==> config.mk <==
export PLATFORM = sky130hd
export DESIGN_NAME = tlv493_mag_filter
export DESIGN_NICKNAME = d
export VERILOG_FILES = /design/src/rtl/tlv493_mag_filter.sv
export SDC_FILE = /design/constraint.sdc
export NUM_CORES = 1
export LEC_CHECK = 0
export ABC_CLOCK_PERIOD_IN_PS = 12500
export CAP_MARGIN = 15
export CORE_ASPECT_RATIO = 0.75
export CORE_MARGIN = 4
export CORE_UTILIZATION = 47
export CTS_CLUSTER_DIAMETER = 40
export DETAILED_ROUTE_END_ITERATION = 12
export GPL_ROUTABILITY_DRIVEN = 0
export PLACE_DENSITY_LB_ADDON = 0.25
export SLEW_MARGIN = 10
export SYNTH_ARGS = -nofsm -noshare
export SYNTH_HDL_FRONTEND = slang
export SYNTH_SLANG_ARGS = --single-unit
==> constraint.sdc <==
create_clock -name clock -period 12.5 [get_ports clock]
set_input_delay 2.5 -clock clock [delete_from_list [all_inputs] [get_ports clock]]
set_output_delay 2.5 -clock clock [all_outputs]
set_load 0.01 [all_outputs]
==> src/rtl/tlv493_mag_filter.sv <==
// TLV493 per-axis boxcar filter with ack-error rejection
// and stale-sensor detection.
module tlv493_mag_filter #(
  parameter int LOG2_WINDOW    = 3,
  parameter int TIMEOUT_CYCLES = 5_000_000
) (
  input  logic        clock,
  input  logic        reset,
  input  logic        sample_valid,
  input  logic        in_error,
  input  logic [11:0] mag_x,
  input  logic [11:0] mag_y,
  input  logic [11:0] mag_z,
  input  logic        flush,
  output logic [11:0] avg_x,
  output logic [11:0] avg_y,
  output logic [11:0] avg_z,
  output logic        out_valid,
  output logic        filled,
  output logic        stale,
  output logic [15:0] error_count
);

  localparam int N  = 1 << LOG2_WINDOW;
  localparam int SW = 12 + LOG2_WINDOW;
  localparam int TW = $clog2(TIMEOUT_CYCLES + 1);
  localparam logic [LOG2_WINDOW:0] FULL = (LOG2_WINDOW + 1)'(N);
  localparam logic [TW-1:0] TMAX = TW'(TIMEOUT_CYCLES);

  logic                   accept;
  logic                   reject;
  logic                   full;
  logic                   pend;
  logic                   upd;
  logic [LOG2_WINDOW-1:0] ptr;
  logic [LOG2_WINDOW:0]   cnt;
  logic [TW-1:0]          tcnt;

  logic [11:0]   mag    [3];
  logic [11:0]   old    [3];
  logic [11:0]   avg    [3];
  logic [11:0]   win    [3][N];
  logic [SW-1:0] sum    [3];
  logic [SW-1:0] sum_nx [3];

  assign mag[0] = mag_x;
  assign mag[1] = mag_y;
  assign mag[2] = mag_z;

  assign accept = sample_valid & ~in_error & ~flush;
  assign reject = sample_valid & in_error & ~flush;
  assign full   = (cnt == FULL);
  assign upd    = pend & full & ~flush;

  // Evicted sample only subtracts once the window is full.
  always_comb begin
    for (int i = 0; i < 3; i++) begin
      old[i]    = full ? win[i][ptr] : '0;
      sum_nx[i] = sum[i]
                + {{LOG2_WINDOW{mag[i][11]}}, mag[i]}
                - {{LOG2_WINDOW{old[i][11]}}, old[i]};
    end
  end

  always_ff @(posedge clock) begin
    if (accept) begin
      for (int i = 0; i < 3; i++) begin
        win[i][ptr] <= mag[i];
      end
    end
  end

  always_ff @(posedge clock) begin
    if (reset) begin
      for (int i = 0; i < 3; i++) begin
        sum[i] <= '0;
        avg[i] <= '0;
      end
      ptr         <= '0;
      cnt         <= '0;
      pend        <= 1'b0;
      out_valid   <= 1'b0;
      tcnt        <= '0;
      error_count <= '0;
    end else begin
      pend      <= accept;
      out_valid <= upd;
      // Top bits of the sum are the floor-shifted mean.
      if (upd) begin
        for (int i = 0; i < 3; i++) begin
          avg[i] <= sum[i][SW-1:LOG2_WINDOW];
        end
      end
      if (flush) begin
        for (int i = 0; i < 3; i++) begin
          sum[i] <= '0;
        end
        ptr <= '0;
        cnt <= '0;
      end else if (accept) begin
        sum <= sum_nx;
        ptr <= ptr + 1'b1;
        if (!full) cnt <= cnt + 1'b1;
      end
      if (reject && error_count != 16'hFFFF) begin
        error_count <= error_count + 16'd1;
      end
      if (accept) begin
        tcnt <= '0;
      end else if (tcnt != TMAX) begin
        tcnt <= tcnt + 1'b1;
      end
    end
  end

  assign avg_x  = avg[0];
  assign avg_y  = avg[1];
  assign avg_z  = avg[2];
  assign filled = full;
  assign stale  = (tcnt == TMAX);

endmodule

==> results of run 1 <==
## sequential cells by signal, indices dropped and copies added, names as in the netlist
register and flops:
win 288, ptr 3, cnt 4, sum 45, error_count 16, avg 36
out_valid 1, pend 1, tcnt 23
## cells in the final DEF, fill, tap and decap left out, types with 26 or more instances in the layout
master,instances
fa_1,42
nor3_1,42
mux4_2,72
mux2i_1,37
dfxtp_1,90
xor2_1,39
ha_1,54
inv_1,171
edfxtp_1,324
clkbuf_16,47
o21ai_0,26
a21oi_1,59
nor2_1,109
nand2_1,86
nand3_1,30
clkdlybuf4s50_1,95
## per-layer routing
metal	GRT usage, %	up-vias
met5	0	-
met4	4.92	0
met3	3.37	56
met2	30.7	290
met1	27.8	5800
li1	-	5402
## kinds of logic after synthesis
family	count (synthesis)	share of synthesized area, %
flip-flops	417	60.1
AND/OR/NAND/NOR	358	8.81
buffers and inverters	228	4.54
AO/OA/AOI/OAI	166	5.64
multiplexers	109	10.3
adder cells (fa/ha/maj)	96	7.86
XOR/XNOR	61	2.77
## layout make-up
cell class                      count  share of cell area, %
Tap cell                          520                   2.89
Clock buffer                       56                   5.47
Timing Repair Buffer              117                   4.96
Inverter                          171                   2.85
Sequential cell                   417                   51.6
Clock inverter                     29                   1.56
Multi-Input combinational cell    790                   30.7
## stage by stage
stage | cells | utilization, %
2_1_floorplan | 1435 | -
3_3_place_gp | 2015 | 52.2
3_5_place_dp | 2015 | 52.2
4_1_cts | 2100 | 56.2
5_1_grt | 2100 | 56.2
6_report | 2100 | 56.2
## worst min-delay path: stages, from the launching register on
cell,delay [ns]
dfxtp_1,0.31
nand2_1,0.05
a21oi_1,0.05
## path summary, 6_finish.rpt
path / to / slack [ns] / start
worst max-delay path: win[0][30]$_DFFE_PP_ / 7.07 / in_error
worst min-delay path: sum[34]$_SDFFE_PP0P_ / 0.45 / sum[34]$_SDFFE_PP0P_
worst min register to register: sum[34]$_SDFFE_PP0P_ / 0.45 / sum[34]$_SDFFE_PP0P_
worst max register to register: sum[29]$_SDFFE_PP0P_ / 7.70 / ptr[0]$_SDFFE_PP0P_
## report_power, final
group	switching, mW	internal [mW]
sequential	0.00778	1.51
clock	0.558	0.836
combinational	0.161	0.112
==> results.py, run 1 <==
metrics = {
    "run_status": {
        "run_status": "finished clean",
    },
    "logic_synthesis": {
        "ys_seq_elements": 417,
        "synth.cells.most_frequent": "edfxtp_1, inv_1, nor2_1",
        "synth_sequential_area_ratio_pct": 60.1,
        "yosysWarnings": 0,
        "syn_avg_cell_area_sq_um": 13.4,
        "ys_top_cells_by_area": "edfxtp_1, dfxtp_1, mux4_2",
        "synth_edf_count": 324,
        "synth_top_area_share_pct": 50.4,
        "synthDistinctLibCells": 61,
        "async_flop_share_pct": 0,
        "most_instantiated_library_cell_after_synthesis": "edfxtp_1",
        "synthesis.nets": 1572,
        "netlist_instances": 1435,
        "syn-cell-area_sq_um": 19300,
        "synth_largest_area_cell": "edfxtp_1",
        "synth_flop_cell": "edfxtp_1",
    },
    "global_route": {
        "grt_antenna_before_repair": 0,
        "overflow": 0,
        "grt_pass1_wl_mm": 67.4,
        "maximum_number_of_pins_on_one_net_before_global_route_repair": 53,
        "groute.usage.overall_pct": 19.2,
        "first_global_vias": 11800,
    },
    "timing": {
        "grt_setup_unrepaired": "false",
        "worst_hold_slack_ns": 0.449,
        "setup_tns_ns": 0,
        "period_minus_slack_ns": 5.43,
        "timing.final.max_slew_violations": 0,
        "worst_slew_pin_slew_ns": 0.931,
        "setup_ws_ns": 7.07,
        "final.period_utilization_pct": 43.5,
        "final_hold_viol_count": 0,
        "final.setup_skew_ns": 0.0169,
        "max-slew-margin-rel_pct": 37.8,
        "final_report_setup_violation_count": 0,
        "achievable-frequency_mhz": 184,
    },
    "setup_path": {
        "slowest_delay_ns": 0.70,
        "critPathLaunchType": "input port",
        "reg2regPathDepth": 14,
        "cp-end-kind": "flop",
        "crit_path_max_fanout": 44,
        "worst-setup-path-type": "input port to flop",
        "critPathTopFamily": "simple AND/OR/NAND/NOR gates",
        "cp_data_arrival_time_ns": 5.63,
        "worst_path_max_delay_cell": "nor2_1",
        "critical_path_depth": 7,
        "cp_num_buf_inv": 3,
        "critical_path_required_ns": 12.70,
        "crit_path_cell_trace": "clkdlybuf4s50_1 > nand2b_2 > buf_4 > nor2_1 > nand2_1 > nor2_4 > buf_4",
        "timing.critical_path.mode_cell": "buf_4",
    },
    "floorplanning": {
        "initial_utilization_pct": 48.2,
        "chipHeight_um": 183,
        "rows": 63,
        "die_span_x_um": 242,
        "design.core.area_sq_um": 40000,
        "fp.dieArea_sq_um": 44400,
        "ioPinCount": 96,
    },
    "routing": {
        "top_signal_layer_used": "met4",
        "drt_pre_antenna_iters": 6,
        "iteration_0_drc_count_of_the_detailed_router": 1064,
        "detail-route-antenna-nets": 0,
        "wl_per_cell_um": 20.1,
        "wl_mm": 42.2,
        "post-route-drc-count": 0,
        "routed-wl-met2_mm": 19.3,
        "vias_per_cell": 5.50,
        "routed_vias": 11500,
        "met3WireLength_mm": 2.42,
        "detail_route.wirelength.met1_mm": 19.5,
    },
    "clock_tree": {
        "postCtsSetupBuffers": 0,
        "clk_transition_reported_paths_ns": 0.06,
        "clock_sink_count": 417,
        "cts_resized": 0,
        "clk_path_buf_depth": 3,
        "cts.hold.buffers_added": 0,
        "worstSkewPairLatency_ns": 0.56,
        "h_tree_level_count": 2,
        "tritoncts": "built",
        "cts-root-buf": "clkbuf_16",
        "inserted_clock_buffers": 46,
    },
    "pwr": {
        "power.density_cell_area_nw_per_um2": 141,
        "vdd.ir_drop.worst_mv": 0.124,
        "design_power_total_mw": 3.18,
        "power_leakage_nw": 7.85,
    },
    "layout": {
        "n_fill_cell": 3295,
        "syn_to_final_growth_pct": 16.5,
        "area.sequential_sq_um": 11600,
        "share_of_layout_cells_above_drive_strength_1_pct": 12.3,
        "nets": 1680,
        "antenna-diode-count": 0,
        "total_area_of_multi_input_combinational_cells_sq_um": 6900,
        "final_design_area_no_fill_sq_um": 22500,
    },
    "placed_design": {
        "buffer_ports.inserted": 95,
        "post-dp-hpwl_mm": 26.7,
        "placement_setup_slack_ns": 6.48,
        "detailed_place.area_sq_um": 20900,
    },
    "job": {
        "timing.max_cap.violations": 0,
    },
    "min_path": {
        "hold_path_depth": 2,
        "hold_path.class": "flop to flop",
    },
}
Note: power is estimated with default switching activity, not from simulation.
==> run 2: changes to the inputs <==
--- a/config.mk
+++ b/config.mk
@@ -5,7 +5,7 @@
 export SDC_FILE = /design/constraint.sdc
 export NUM_CORES = 1
 export LEC_CHECK = 0
-export ABC_CLOCK_PERIOD_IN_PS = 12500
+export ABC_CLOCK_PERIOD_IN_PS = 4600
 export CAP_MARGIN = 15
 export CORE_ASPECT_RATIO = 0.75
 export CORE_MARGIN = 4
==> constraint.sdc (replaced) <==
create_clock -name clock -period 4.6 [get_ports clock]
set_input_delay 0.92 -clock clock [delete_from_list [all_inputs] [get_ports clock]]
set_output_delay 0.92 -clock clock [all_outputs]
set_load 0.01 [all_outputs]
==> run 2 against run 1 <==
Sequential power rose to 2.7 times the previous value. Cell count up 1.5%. Largest power group unchanged. Clock skew up 0.010 ns. Critical endpoint is now sum[12]$_SDFFE_PP0P_.
==> results.py, run 2 (synthesis gave the netlist of run 1 again) <==
metrics = {
    "routing": {
        "wl_mm": 43.1,
        "vias_per_cell": 5.50,
        "post-route-drc-count": 0,
        "drt_pre_antenna_iters": 5,
        "routed_vias": 11700,
        "detail-route-antenna-nets": 0,
        "wl_per_cell_um": 20.2,
        "iteration_0_drc_count_of_the_detailed_router": 862,
    },
    "pwr": {
        "power.density_cell_area_nw_per_um2": 379,
        "power_leakage_nw": 8.03,
        "vdd.ir_drop.worst_mv": 0.319,
    },
    "global_route": {
        "overflow": 0,
        "grt_use_met1_pct": 28.7,
        "met2_usage_pct": 30.9,
        "busiest_layer": "met2",
        "first_global_vias": 11900,
        "use_met3_pct": 2.81,
        "groute.usage.overall_pct": 19.5,
        "maximum_number_of_pins_on_one_net_before_global_route_repair": 59,
        "grt_antenna_before_repair": 2,
        "grt_pass1_wl_mm": 68.2,
    },
    "layout": {
        "syn_to_final_growth_pct": 18.2,
        "largest_register": "win",
        "layout.cells.most_common": "edfxtp_1",
        "registers_with_the_highest_flip_flop_counts": "win (288), sum (45), avg (36)",
        "layout_common_cells": "edfxtp_1, inv_1, nor2_1",
        "max_ffs_per_register": 288,
        "nets": 1707,
        "share_of_layout_cells_above_drive_strength_1_pct": 13.9,
        "final-instance-count-excl-fill": 2131,
    },
    "floorplanning": {
        "ioPinCount": 96,
        "rows": 63,
        "initial_utilization_pct": 48.2,
        "design.core.area_sq_um": 40000,
        "chipHeight_um": 183,
        "fp.dieArea_sq_um": 44400,
        "die_span_x_um": 242,
    },
    "clock_tree": {
        "inserted_clock_buffers": 48,
        "cts-root-buf": "clkbuf_16",
        "tritoncts": "built",
        "cts.hold.buffers_added": 0,
        "clock_sink_count": 417,
        "h_tree_level_count": 2,
        "clk_transition_reported_paths_ns": 0.06,
        "clk_path_buf_depth": 3,
        "worstSkewPairLatency_ns": 0.57,
    },
    "timing": {
        "worst_slew_pin_slew_ns": 0.941,
        "final.period_utilization_pct": 94.4,
        "max-slew-margin-rel_pct": 37.3,
        "setup_tns_ns": 0,
        "timing.final.max_slew_violations": 0,
        "final_report_setup_violation_count": 0,
        "worst_hold_slack_ns": 0.447,
        "achievable-frequency_mhz": 230,
        "grt_setup_unrepaired": "false",
        "period_minus_slack_ns": 4.34,
        "final.setup_skew_ns": 0.0271,
        "final_hold_viol_count": 0,
    },
    "placed_design": {
        "buffer_ports.inserted": 95,
        "place.detailed.instances": 2039,
        "post-dp-hpwl_mm": 27.6,
    },
    "setup_path": {
        "crit_path_max_fanout": 48,
        "timing.rr.start": "ptr[2]$_SDFFE_PP0P_",
        "critPathLaunchType": "flop",
        "worst-setup-path-type": "flop to flop",
        "cp_data_arrival_time_ns": 4.85,
        "slowest_delay_ns": 0.89,
        "cp-end-kind": "flop",
        "crit_path_cell_trace": "buf_4 > buf_4 > mux4_2 > mux2i_1 > nor2_1 > fa_1 > inv_1 > ha_1 > o21ai_0 > a21oi_1 > o2111ai_1 > a21oi_1 > a211oi_1 > or4_1 > nand3_1",
        "worst_path_max_delay_cell": "dfxtp_4",
        "critical_path_required_ns": 5.11,
        "critical_path.startpoint": "ptr[2]$_SDFFE_PP0P_",
    },
    "run_status": {
        "run_status": "finished clean",
    },
    "job": {
        "timing.max_cap.violations": 0,
    },
    "min_path": {
        "hold_path.class": "flop to flop",
        "holdCritStartpoint": "sum[38]$_SDFFE_PP0P_",
    },
}
## run 2: cell types whose count changed in the layout (fill, tap and decap cells not counted), sizes merged
cell,delta
buf,+25
bufinv,-4
clkbuf,+5
clkinv,+4
clkinvlp,-2
diode,+2
inv,+1
## run 2: power by group
part / internal [mW] / total [mW] / switching [mW]
Clock: 2.22 / 3.77 / 1.55
Combinational: 0.314 / 0.754 / 0.441
Sequential: 4.09 / 4.11 / 0.0208
## run 2: stage by stage
step | total power [mW] | area [sq um] | worst slack [ns] | utilization (%)
6_report | 8.64 | 22800 | 0.255 | 56.9
3_5_place_dp | 4.94 | 21200 | 0.279 | 52.9
5_1_grt | 8.99 | 22800 | 0.0706 | 56.9
4_1_cts | 8.72 | 22800 | 0.264 | 56.9
2_1_floorplan | 4.70 | 19300 | 0.239 | -
3_3_place_gp | 4.92 | 21200 | 0.354 | 52.9
## run 2: path summary, 6_finish.rpt
check                                             to  slack, ns  depth (start not counted)
worst max-delay path            sum[12]$_SDFFE_PP0P_       0.26                         15
worst min register to register  sum[38]$_SDFFE_PP0P_       0.45                          2
worst min-delay path            sum[38]$_SDFFE_PP0P_       0.45                          2
worst max register to register  sum[12]$_SDFFE_PP0P_       0.26                         15
## run 2: critical path, delay by kind of cell, from the launching register on
family / cells / cell delay (ns)
compound gates: 5 / 0.98
fa+ha+maj: 2 / 0.83
buf+inv: 3 / 0.52
flops: 1 / 0.89
mux: 2 / 0.47
simple gates: 3 / 0.58
## run 2: timing repair
action / 4_1_cts / 5_1_grt
setup buffers: 0 / 1
endpoints found under the setup margin: 0 / 3
gates resized for setup: 0 / 0
endpoints found under the hold margin: 0 / 0
## run 2: area by class of cell
class | instances | area (sq um)
antenna | 2 | 5.00
tap | 520 | 651
clock inverter | 28 | 254
timing repair buffer | 142 | 1390
clock buffer | 61 | 1350
fill | 3205 | 17200
sequential | 417 | 11600
multi-input combinational | 790 | 6910
inverter | 171 | 642
## run 2: routing by layer
layer / up-vias / routed length, um
met5: - / 0
met4: 0 / 959
met3: 65 / 2320
met2: 286 / 19600
met1: 5919 / 20200
li1: 5457 / -
